`src/rtl/shader_spi_loader.sv`:
```
// SPI target that loads shader instruction bytes and the user-input register, committing writes only when shader fetch is idle.
// Define SPI_READBACK_EN to compile in the STATUS readback path on spi_miso.
module shader_spi_loader #(
  parameter int PROG_DEPTH = 16,
  localparam int ADDR_W = $clog2(PROG_DEPTH)
) (
  input  logic              clk,
  input  logic              rst_n,
  input  logic              spi_sclk,
  input  logic              spi_mosi,
  input  logic              spi_cs_n,
  output logic              spi_miso,
  input  logic              exec_active,
  output logic              mem_we,
  output logic [ADDR_W-1:0] mem_addr,
  output logic [7:0]        mem_wdata,
  output logic [7:0]        user_reg,
  output logic              overflow
);

  typedef enum logic [2:0] {IDLE, CMD, PROG, USER, STATUS, IGNORE} state_t;

  state_t state_q, state_d;

  logic [2:0]        sclk_sync;
  logic [1:0]        mosi_sync, cs_sync;
  logic              cs_prev;
  logic [2:0]        bit_cnt;
  logic [7:0]        shift_q;
  logic              pending_q;
  logic [ADDR_W-1:0] ptr_q, hold_addr, last_addr;
  logic [7:0]        hold_data, last_data;

  logic prog_byte, user_load, ovf_clr, ptr_clr, commit;

  // Three flops on sclk: two for metastability, the third for edge detection.
  always_ff @(posedge clk) begin
    if (!rst_n) begin
      sclk_sync <= '0;
      mosi_sync <= '0;
      cs_sync   <= 2'b11;
      cs_prev   <= 1'b1;
    end else begin
      // NOTE: sequential state uses non-blocking assignments so every flop samples pre-edge values.
      sclk_sync <= {sclk_sync[1:0], spi_sclk};
      mosi_sync <= {mosi_sync[0], spi_mosi};
      cs_sync   <= {cs_sync[0], spi_cs_n};
      cs_prev   <= cs_sync[1];
    end
  end

  logic       cs_s, cs_fall, sclk_rise, byte_done;
  logic [7:0] rx_byte;
  assign cs_s      = cs_sync[1];
  assign cs_fall   = cs_prev & ~cs_s;
  assign sclk_rise = sclk_sync[1] & ~sclk_sync[2];
  assign byte_done = ~cs_s & sclk_rise & (bit_cnt == 3'd7);
  assign rx_byte   = {shift_q[6:0], mosi_sync[1]};

  always_ff @(posedge clk) begin
    if (!rst_n) begin
      bit_cnt <= '0;
      shift_q <= '0;
    end else if (cs_s) begin
      bit_cnt <= '0;
    end else if (sclk_rise) begin
      shift_q <= rx_byte;
      bit_cnt <= bit_cnt + 3'd1;
    end
  end

`ifdef SPI_READBACK_EN
  logic status_start;
`endif

  always_comb begin
    // NOTE: every output of this block gets a default first, so no path infers a latch.
    state_d   = state_q;
    prog_byte = 1'b0;
    user_load = 1'b0;
    ovf_clr   = 1'b0;
    ptr_clr   = 1'b0;
`ifdef SPI_READBACK_EN
    status_start = 1'b0;
`endif
    if (cs_s) begin
      state_d = IDLE;
    end else begin
      case (state_q)
        IDLE: if (cs_fall) state_d = CMD;
        CMD: if (byte_done) begin
          case (rx_byte)
            8'h01: begin state_d = PROG; ptr_clr = 1'b1; end
            8'h02: state_d = USER;
`ifdef SPI_READBACK_EN
            8'h03: begin state_d = STATUS; status_start = 1'b1; end
`endif
            8'h04: begin state_d = IGNORE; ovf_clr = 1'b1; end
            default: state_d = IGNORE;
          endcase
        end
        PROG: prog_byte = byte_done;
        USER: if (byte_done) begin
          user_load = 1'b1;
          state_d   = IGNORE;
        end
        STATUS, IGNORE: state_d = state_q;
        default: state_d = IDLE;
      endcase
    end
  end

  // A commit in the same cycle frees the holding register, so a coincident byte is accepted.
  assign commit    = pending_q & ~exec_active;
  assign mem_we    = commit;
  assign mem_addr  = commit ? hold_addr : last_addr;
  assign mem_wdata = commit ? hold_data : last_data;

  always_ff @(posedge clk) begin
    if (!rst_n) begin
      state_q   <= IDLE;
      pending_q <= 1'b0;
      ptr_q     <= '0;
      hold_addr <= '0;
      hold_data <= '0;
      last_addr <= '0;
      last_data <= '0;
      user_reg  <= '0;
      overflow  <= 1'b0;
    end else begin
      state_q <= state_d;
      if (commit) begin
        last_addr <= hold_addr;
        last_data <= hold_data;
      end
      if (prog_byte && (!pending_q || commit)) begin
        hold_addr <= ptr_q;
        hold_data <= rx_byte;
        pending_q <= 1'b1;
        ptr_q     <= (ptr_q == ADDR_W'(PROG_DEPTH - 1)) ? '0 : ptr_q + 1'b1;
      end else begin
        if (prog_byte) overflow <= 1'b1;
        if (commit) pending_q <= 1'b0;
      end
      if (ptr_clr) ptr_q <= '0;
      if (ovf_clr) overflow <= 1'b0;
      if (user_load) user_reg <= rx_byte;
    end
  end

`ifdef SPI_READBACK_EN
  logic       sclk_fall, status_armed, miso_q;
  logic [7:0] status_sr;
  logic [5:0] ptr6;
  assign sclk_fall = ~sclk_sync[1] & sclk_sync[2];
  assign ptr6      = 6'(ptr_q);

  // The command byte's own trailing fall must not shift; arm on the first rise inside STATUS.
  always_ff @(posedge clk) begin
    if (!rst_n) begin
      miso_q       <= 1'b0;
      status_sr    <= '0;
      status_armed <= 1'b0;
    end else if (status_start) begin
      miso_q       <= overflow;
      status_sr    <= {pending_q, ptr6, 1'b0};
      status_armed <= 1'b0;
    end else if (state_q != STATUS) begin
      miso_q       <= 1'b0;
      status_sr    <= '0;
      status_armed <= 1'b0;
    end else begin
      if (sclk_rise) status_armed <= 1'b1;
      if (sclk_fall && status_armed) begin
        miso_q    <= status_sr[7];
        status_sr <= {status_sr[6:0], 1'b0};
      end
    end
  end
  assign spi_miso = miso_q;
`else
  assign spi_miso = 1'b0;
`endif

endmodule

```
`config.mk`:
```
export PLATFORM = sky130hd
export DESIGN_NAME = shader_spi_loader
export DESIGN_NICKNAME = d
export VERILOG_FILES = /design/src/rtl/shader_spi_loader.sv
export SDC_FILE = /design/constraint.sdc
export NUM_CORES = 1
export LEC_CHECK = 0
export ABC_AREA = 1
export BUFFER_PORTS_ARGS = -buffer_cell sky130_fd_sc_hd__buf_4
export CAP_MARGIN = 15
export CORE_MARGIN = 10
export CORE_UTILIZATION = 50
export DETAILED_ROUTE_END_ITERATION = 6
export GPL_ROUTABILITY_DRIVEN = 1
export GPL_TIMING_DRIVEN = 0
export PLACE_DENSITY = 0.73
export SETUP_SLACK_MARGIN = 0.02
export SLEW_MARGIN = 20
export SYNTH_ARGS = -nofsm -noshare
export SYNTH_HDL_FRONTEND = slang
export SYNTH_SLANG_ARGS = --single-unit
```
`constraint.sdc`:
```
create_clock -name clk -period 1.43 [get_ports clk]
set_input_delay 0.2145 -clock clk [delete_from_list [all_inputs] [get_ports clk]]
set_output_delay 0.2145 -clock clk [all_outputs]
set_load 0.02 [all_outputs]
```
* Yosys cells after proc, flatten, opt, wreduce, memory -nomap -nowiden *
Index checks and enable logic that the tools add are counted.

storage, ports and cells
  output and inout port bits = 23
  bits in registers = 59
  input port bits = 6
  word-level logic and storage cells = 76

cells by class
  bitwise logic cells = 11
  equal/unequal tests = 13
  mux-type cells = 23
  $add $sub $neg = 2
  reduce and logical (&&, ||, !) cells = 12

operators by type and width
  kind                                                 number
  two-way mux 1 bit                                    15
  one-hot mux 3 bit (4 select lines)                   1
  equality test 3 bit, second input constant           3
  two-way mux 3 bit                                    3
  equality test 8 x 1 -> 1 bit, second input constant  1
  equality test 8 x 2 -> 1 bit, second input constant  1
  equality test 8 x 3 -> 1 bit, second input constant  1
  two-way mux 4 bit                                    2
  two-way mux 8 bit                                    1
  equality test 3 x 2 -> 1 bit, second input constant  2
  inequality test 2 bit, second input constant         3
  inverter 1 bit                                       6
  one-hot mux 3 bit (2 select lines)                   1
  OR reduction 2 bit                                   3
  AND 1 bit                                            5
  adder 4 x 1 -> 4 bit, second input constant          1
  equality test 4 bit, second input constant           1
  AND reduction 2 bit                                  2
  AND reduction 4 bit                                  1
  adder 3 x 1 -> 3 bit, second input constant          1
  equality test 3 x 1 -> 1 bit, second input constant  1
  zero test 3 bit                                      1
  OR reduction 3 bit                                   1
  nonzero test 2 bit                                   1
  other kinds (3)                                      3

* Depth between registers and ports, before layout *
Gate-level depths: netlist of the first run.

  depth in word-level cells = 9
  gate-level depth with buffers = 9
  gate-level depth less buffers = 8

* Worst setup path before layout of the first run *
OpenSTA, ideal clock, no wires.

  path type = register -> output
  start = reg pending_q
  end = out mem_addr[0]
  data required time = 1.216 ns
  buffers on the path = 1
  path slack = -0.044 ns
  arrival time = 1.259 ns
  stages on the path, launching flop included = 7
  cells stage by stage = dfxtp_1 -> inv_1 -> nor2_1 -> clkbuf_1 -> or2_2 -> o21ai_0 -> inv_1

on the way
  cells in the longest elaborated chain, start to end = 2

RTL lines
  what                      line  source
  start: declaration        30    logic pending_q;
  start signal: assignment  122   pending_q <= 1'b0;
  start signal: assignment  139   pending_q <= 1'b1;
  start signal: assignment  143   if (commit) pending_q <= 1'b0;
  AND 1 bit                 114   assign commit = pending_q & ~exec_active;
  via mem_we                14    output logic mem_we,
  two-way mux 4 bit         n/a
  end: declaration          15    output logic [ADDR_W-1:0] mem_addr,

The timed path passes the listed nets, and every way through them passes these cells.

* Worst setup path after layout of the first run *
  start = reg pending_q
  end = out mem_wdata[3]

on the way
  cells in the longest elaborated chain, start to end = 2

RTL lines
  what               line  source
  AND 1 bit          114
  two-way mux 8 bit  n/a
  end: declaration   16    output logic [7:0] mem_wdata,

Every way passes these cells.

==> reports/metrics.cfg, run 1 <==
[clocking]
clkTransAtPathRegs_ns=0.07
clock_latency_ns=0.34
cts.sinks=59
clockBufferDepth=2
h-tree-depth=3
hold_buffers=0
cts_root_buffer=clkbuf_8
cts_tree=done
cts_inserted_buffers=9

[final_layout]
finalNetCount=396
final_common_cell=dfxtp_1
fillers=281
antenna_cells=0
areaGrowthSynthToFinish_pct=50.80
fin_util_pct=79.45
drive_gt1_share_pct=42.71
final_cell_mix=56 x dfxtp_1, 45 x nand2_1, 40 x buf_4

[logic_synthesis]
synth_ff_type=dfxtp_1
syn_avg_cell_area_sq_um=7.580
synth_edf_count=0
syn_area_sq_um=2357
ys_seq_elements=59
yosys.area.top_type_share_pct=50.11
seq_area_frac_synth_pct=50.11
synth_warnings=0
synth_cell_type_count=25
netlist_instances=311
syn_nets=320
synth_area_leaders=dfxtp_1 50%, nand2_1 9.2%, a21oi_1 7.0%, nor2_1 6.5%, inv_1 6.2%
ys_async_sr_fraction_pct=0
synth.largest_area_cell=dfxtp_1

[grt]
grt_pass1_vias=2149
grt.total_usage_pct=16.51
grt_overflow=0
grt_max_degree=11
antenna_found_initial=0
grt_pass1_wl_microns=10030

[placed_design]
place_ws_ns=-0.1646
place.gp.congestion=0.8686
dp_hpwl_microns=3330
port_buffers=26

[power_and_ir_drop]
seqPwrFrac_pct=53.0
pwr-share-comb_pct=2.9
power_leakage_nw=1.653
intPower_mw=2.438
finalPower_mw=3.135
p_per_area_nw_per_um2=882.1
pwr-share-clk_pct=44.1
switching_share_pct=22.24
peakVddDrop_mv=0.6512
netSwitchingPower_uw=697.4

[route]
vias=2276
post_drt_wl_per_cell_microns=14.49
viasPerCell=5.138
first_iter_violations=110
drtPass1Iterations=4
ant_nets=0
drc_errors=0
wl_microns=6420

[sta]
rsz0062_at_grt=yes
worst_slack_ns=-0.3250
finClkSkew_ns=0.01200
worst_pin_slew_ns=0.5952
min_period_ns=1.755
fin_tns_setup_ns=-4.897
setup-violations-final=34
fmax_ghz=0.5698
relSlewSlack_pct=60.32
slew_violations=0
period_share_pct=122.7
finalHoldViolCount=0

[floorplan]
die-area_sq_um=7861
core-area_sq_um=4474
die_y_microns=88.66
die_w_microns=88.66
start_util_pct=52.68
rows=24
ios=29

[worst_setup_path]
slowest_stage=dfxtp_2
startpoint_type=flip-flop
critPathMaxFanout=6
cp-end-kind=primary output
cp.required_ns=1.22
arrival_ns=1.54
crit_chain=inv_2 > nor2_4 > inv_4 > clkbuf_8 > o21ai_4 > inv_1 > buf_6
max_stage_delay_ns=0.33
critical_path_class=flip-flop to primary output

[run_status]
violations=negative setup slack
outcome=finished with violations

[hold_path]
min_path_type=input port to flip-flop

[job]
cap_violations=0

cell families after synthesis:
logic type,synth area share (%)
simple gates,26.06
compound gates,12.63
flops,50.11
buf+inv,9.076
fa+ha+maj,1.593
xor+xnor,0.3716
other cells,0.1591
path summary, 6_finish.rpt:
| check | cells past startpoint | start | slack, ns | endpoint |
|---|---|---|---|---|
| max | 7 | pending_q$_SDFFE_PN0P_ | -0.32 | mem_wdata[3] |
| max reg2reg | 11 | pending_q$_SDFFE_PN0P_ | -0.27 | last_data[2]$_SDFF_PN0_ |
| min reg2reg | 1 | cs_sync[0]$_SDFF_PN1_ | 0.41 | cs_sync[1]$_SDFF_PN1_ |
| min | 3 | spi_mosi | 0.06 | mosi_sync[0]$_SDFF_PN0_ |
layout make-up:
| cell class | count | area [sq um] | area share, % |
|---|---|---|---|
| buffer | 11 | 100.1 | 2.816 |
| clock buffer | 13 | 168.9 | 4.752 |
| clock inverter | 2 | 10.01 | 0.2816 |
| inverter | 41 | 161.4 | 4.541 |
| multi-input combinational | 200 | 1269 | 35.69 |
| sequential | 59 | 1185 | 33.33 |
| tap | 52 | 65.06 | 1.830 |
| timing repair buffer | 65 | 595.6 | 16.75 |
per-stage QoR:
stage / instances / area (sq um) / hold slack [ns]
after floorplan: 311 / 2359 / 0.3121
after global routing: 443 / 3555 / 0.05843
after global placement: 389 / 2619 / 0.3946
after CTS: 434 / 3256 / 0.04528
after detailed placement: 389 / 2619 / 0.4009
final: 443 / 3555 / 0.06225
what timing repair did:
action	CTS	global route
gates cloned	3	2
endpoints found under the setup margin	43	46
pin swaps	4	17
gates resized for setup	73	71
setup buffers	27	7
synth_stat cells (2+ instances only):
cell type	count
a21oi_1	33
buf_2	2
buf_4	2
clkbuf_1	6
dfxtp_1	59
ha_1	3
inv_1	39
nand2_1	58
nand3_1	14
nand4_1	4
nor2_1	41
o21ai_0	23
o21ai_1	2
or2_2	14
per-layer routing:
metal	global-route usage (%)	wire, microns	part of all wire, %	vias up
met5	0	0	0	-
met4	8.076	207	3.2	0
met3	5.331	324	5.0	22
met2	29.45	3291	51	56
met1	17.04	2596	40	1063
li1	-	-	-	1135
worst max-delay path, delay by kind of cell (launching register included):
family                 cells  cell delay (ns)
AO/OA/AOI/OAI              1             0.14
buffers and inverters      5             0.51
AND/OR/NAND/NOR            1             0.22
flip-flops                 1             0.33
power groups by stage:
stage | Combinational (mW) | Clock [mW] | Sequential (mW)
global placement | 0.0777 | 0 | 1.70
global route | 0.104 | 1.47 | 1.66
finish | 0.0913 | 1.38 | 1.66
detailed placement | 0.0791 | 0 | 1.70
CTS | 0.0810 | 1.41 | 1.66
floorplan | 0.0541 | 0 | 1.70
Note: power is estimated with default switching activity, not from simulation.
==> inputs of run 2 (changes only) <==
--- a/config.mk
+++ b/config.mk
@@ -13,7 +13,7 @@
 export DETAILED_ROUTE_END_ITERATION = 6
 export GPL_ROUTABILITY_DRIVEN = 1
 export GPL_TIMING_DRIVEN = 0
-export PLACE_DENSITY = 0.73
+export PLACE_DENSITY = 0.7
 export SETUP_SLACK_MARGIN = 0.02
 export SLEW_MARGIN = 20
 export SYNTH_ARGS = -nofsm -noshare
==> constraint.sdc (replaced) <==
create_clock -name clk -period 1.7 [get_ports clk]
set_input_delay 0.255 -clock clk [delete_from_list [all_inputs] [get_ports clk]]
set_output_delay 0.255 -clock clk [all_outputs]
set_load 0.02 [all_outputs]
==> reports/metrics.cfg, run 2 (synthesis gave the netlist of run 1 again) <==
[clocking]
cts_inserted_buffers=9
clock_latency_ns=0.33
cts.sinks=59
clkTransAtPathRegs_ns=0.07
hold_buffers=0
clockBufferDepth=2
cts_tree=done
h-tree-depth=3
cts_root_buffer=clkbuf_8

[final_layout]
antenna_cells=0
final_cell_mix=58 x nand2_1, 58 x dfxtp_1, 39 x nor2_1
final_area_sq_um=3166
layout.cells.non_filler=419
finalNetCount=371
areaGrowthSynthToFinish_pct=34.29
drive_gt1_share_pct=30.25

[floorplan]
core-area_sq_um=4474
die_y_microns=88.66
die-area_sq_um=7861
rows=24
ios=29
die_w_microns=88.66
start_util_pct=52.68

[sta]
period_share_pct=107.3
rsz0062_at_grt=yes
setup-violations-final=10
slew_violations=0
finClkSkew_ns=0.005250
worst_slack_ns=-0.1235
worst_pin_slew_ns=0.5350
relSlewSlack_pct=64.20
finalHoldViolCount=0
fmax_ghz=0.5484
min_period_ns=1.823

[worst_setup_path]
crit_family=buffers and inverters
cp-end-kind=primary output
critPathMaxFanout=6
crit_cells=7
startpoint_type=flip-flop
crit_chain=inv_2 > nor2_4 > inv_4 > buf_8 > o21ai_2 > inv_1 > buf_6
critical_path_class=flip-flop to primary output
cp.required_ns=1.44
arrival_ns=1.57
cp_num_buf_inv=5
regToRegEndpoint=last_addr[0]$_SDFF_PN0_
slowest_stage=dfxtp_2
r2r_cells=11
ff2ff_setup_slack_ns=0.06
r2r-start=pending_q$_SDFFE_PN0P_
max_stage_delay_ns=0.33
critPathLaunch=pending_q$_SDFFE_PN0P_

[route]
post_drt_wl_per_cell_microns=13.22
ant_nets=0
drtPass1Iterations=4
drc_errors=0
wl_microns=5539
viasPerCell=5.055
vias=2118
first_iter_violations=107

[hold_path]
whs_endpoint=sclk_sync[0]$_SDFF_PN0_
min_from=spi_sclk
whs_path_depth=3
min_path_type=input port to flip-flop

[run_status]
violations=negative setup slack
outcome=finished with violations

[job]
cap_violations=0

[grt]
grt_overflow=0
top_usage_layer=met2
grt.total_usage_pct=14.54
antenna_found_initial=0
met2_usage_pct=24.07
grtUsageMet1_pct=15.53
use_met3_pct=5.331
grt_pass1_vias=2043
grt_max_degree=11
grt_pass1_wl_microns=8949

[placed_design]
placed_cells=389
port_buffers=26
place.gp.congestion=0.8200
dp_hpwl_microns=3343
place_area_sq_um=2618

[power_and_ir_drop]
power_leakage_nw=1.441
finalPower_mw=2.721
peakVddDrop_mv=0.6521
p_per_area_nw_per_um2=859.7

[run 2: cell count changes in the layout (fill, tap and decap cells not counted), moves of 3 or more]
| cell | previous run | this run |
|---|---|---|
| a21oi_1 | 22 | 30 |
| a21oi_2 | 11 | 3 |
| buf_4 | 40 | 28 |
| buf_6 | 26 | 12 |
| clkbuf_8 | 14 | 11 |
| nand2_1 | 45 | 58 |
| nand2_2 | 9 | 1 |
| nand2_4 | 6 | 1 |
| nor2_1 | 36 | 39 |
| o21ai_0 | 7 | 13 |
| o21ai_2 | 7 | 4 |
[run 2: per-stage QoR]
stage | worst slack (ns) | setup TNS (ns) | hold slack [ns] | utilization, %
floorplan | 0.1857 | 0 | 0.3526 | -
finish | -0.1235 | -0.5341 | 0.1027 | 70.75
global placement | -0.002381 | -0.002381 | 0.3928 | 58.50
global route | -0.1860 | -1.175 | 0.1044 | 70.75
CTS | -0.002854 | -0.005628 | 0.09085 | 67.84
detailed placement | 0.01818 | 0 | 0.4031 | 58.50
[run 2: how the worst max path moves through the flow]
stage	end	slack [ns]
after floorplan	mem_addr[0]	0.19
after global placement	mem_wdata[1]	-0.002
after detailed placement	mem_wdata[0]	0.02
after CTS	mem_wdata[3]	-0.003
after global routing	mem_wdata[5]	-0.19
final	mem_wdata[5]	-0.12
[run 2: repair_timing]
item	CTS	global route
pin swaps	0	3
resized for setup	50	30
cloned	2	0
setup buffers	9	4
setup endpoints to repair	13	23
[run 2: worst min-delay path, stage by stage]
cell and delay, ns:
buf_4 0.08, nand2_1 0.04, inv_1 0.04
[run 2: final cells by class]
type / count / area, sq um
Clock inverter: 5 / 52.55
Tap cell: 52 / 65.06
Sequential cell: 59 / 1182
Timing Repair Buffer: 40 / 369.1
Fill cell: 360 / 1309
Multi-Input combinational cell: 200 / 1114
Inverter: 41 / 158.9
Buffer: 11 / 82.58
Clock buffer: 11 / 141.4
[run 2: metal layers]
metal	up-vias	part of all wire (%)
met3	13	4.8
met5	-	0
met4	0	2.6
met2	42	50
met1	980	43
li1	1083	-
[run 2: power by group]
part	total [mW]	internal, mW	switching (mW)
logic	0.0688	0.0213	0.0475
clock network	1.26	0.709	0.547
registers	1.40	1.39	0.00525
total	2.72	2.12	0.599
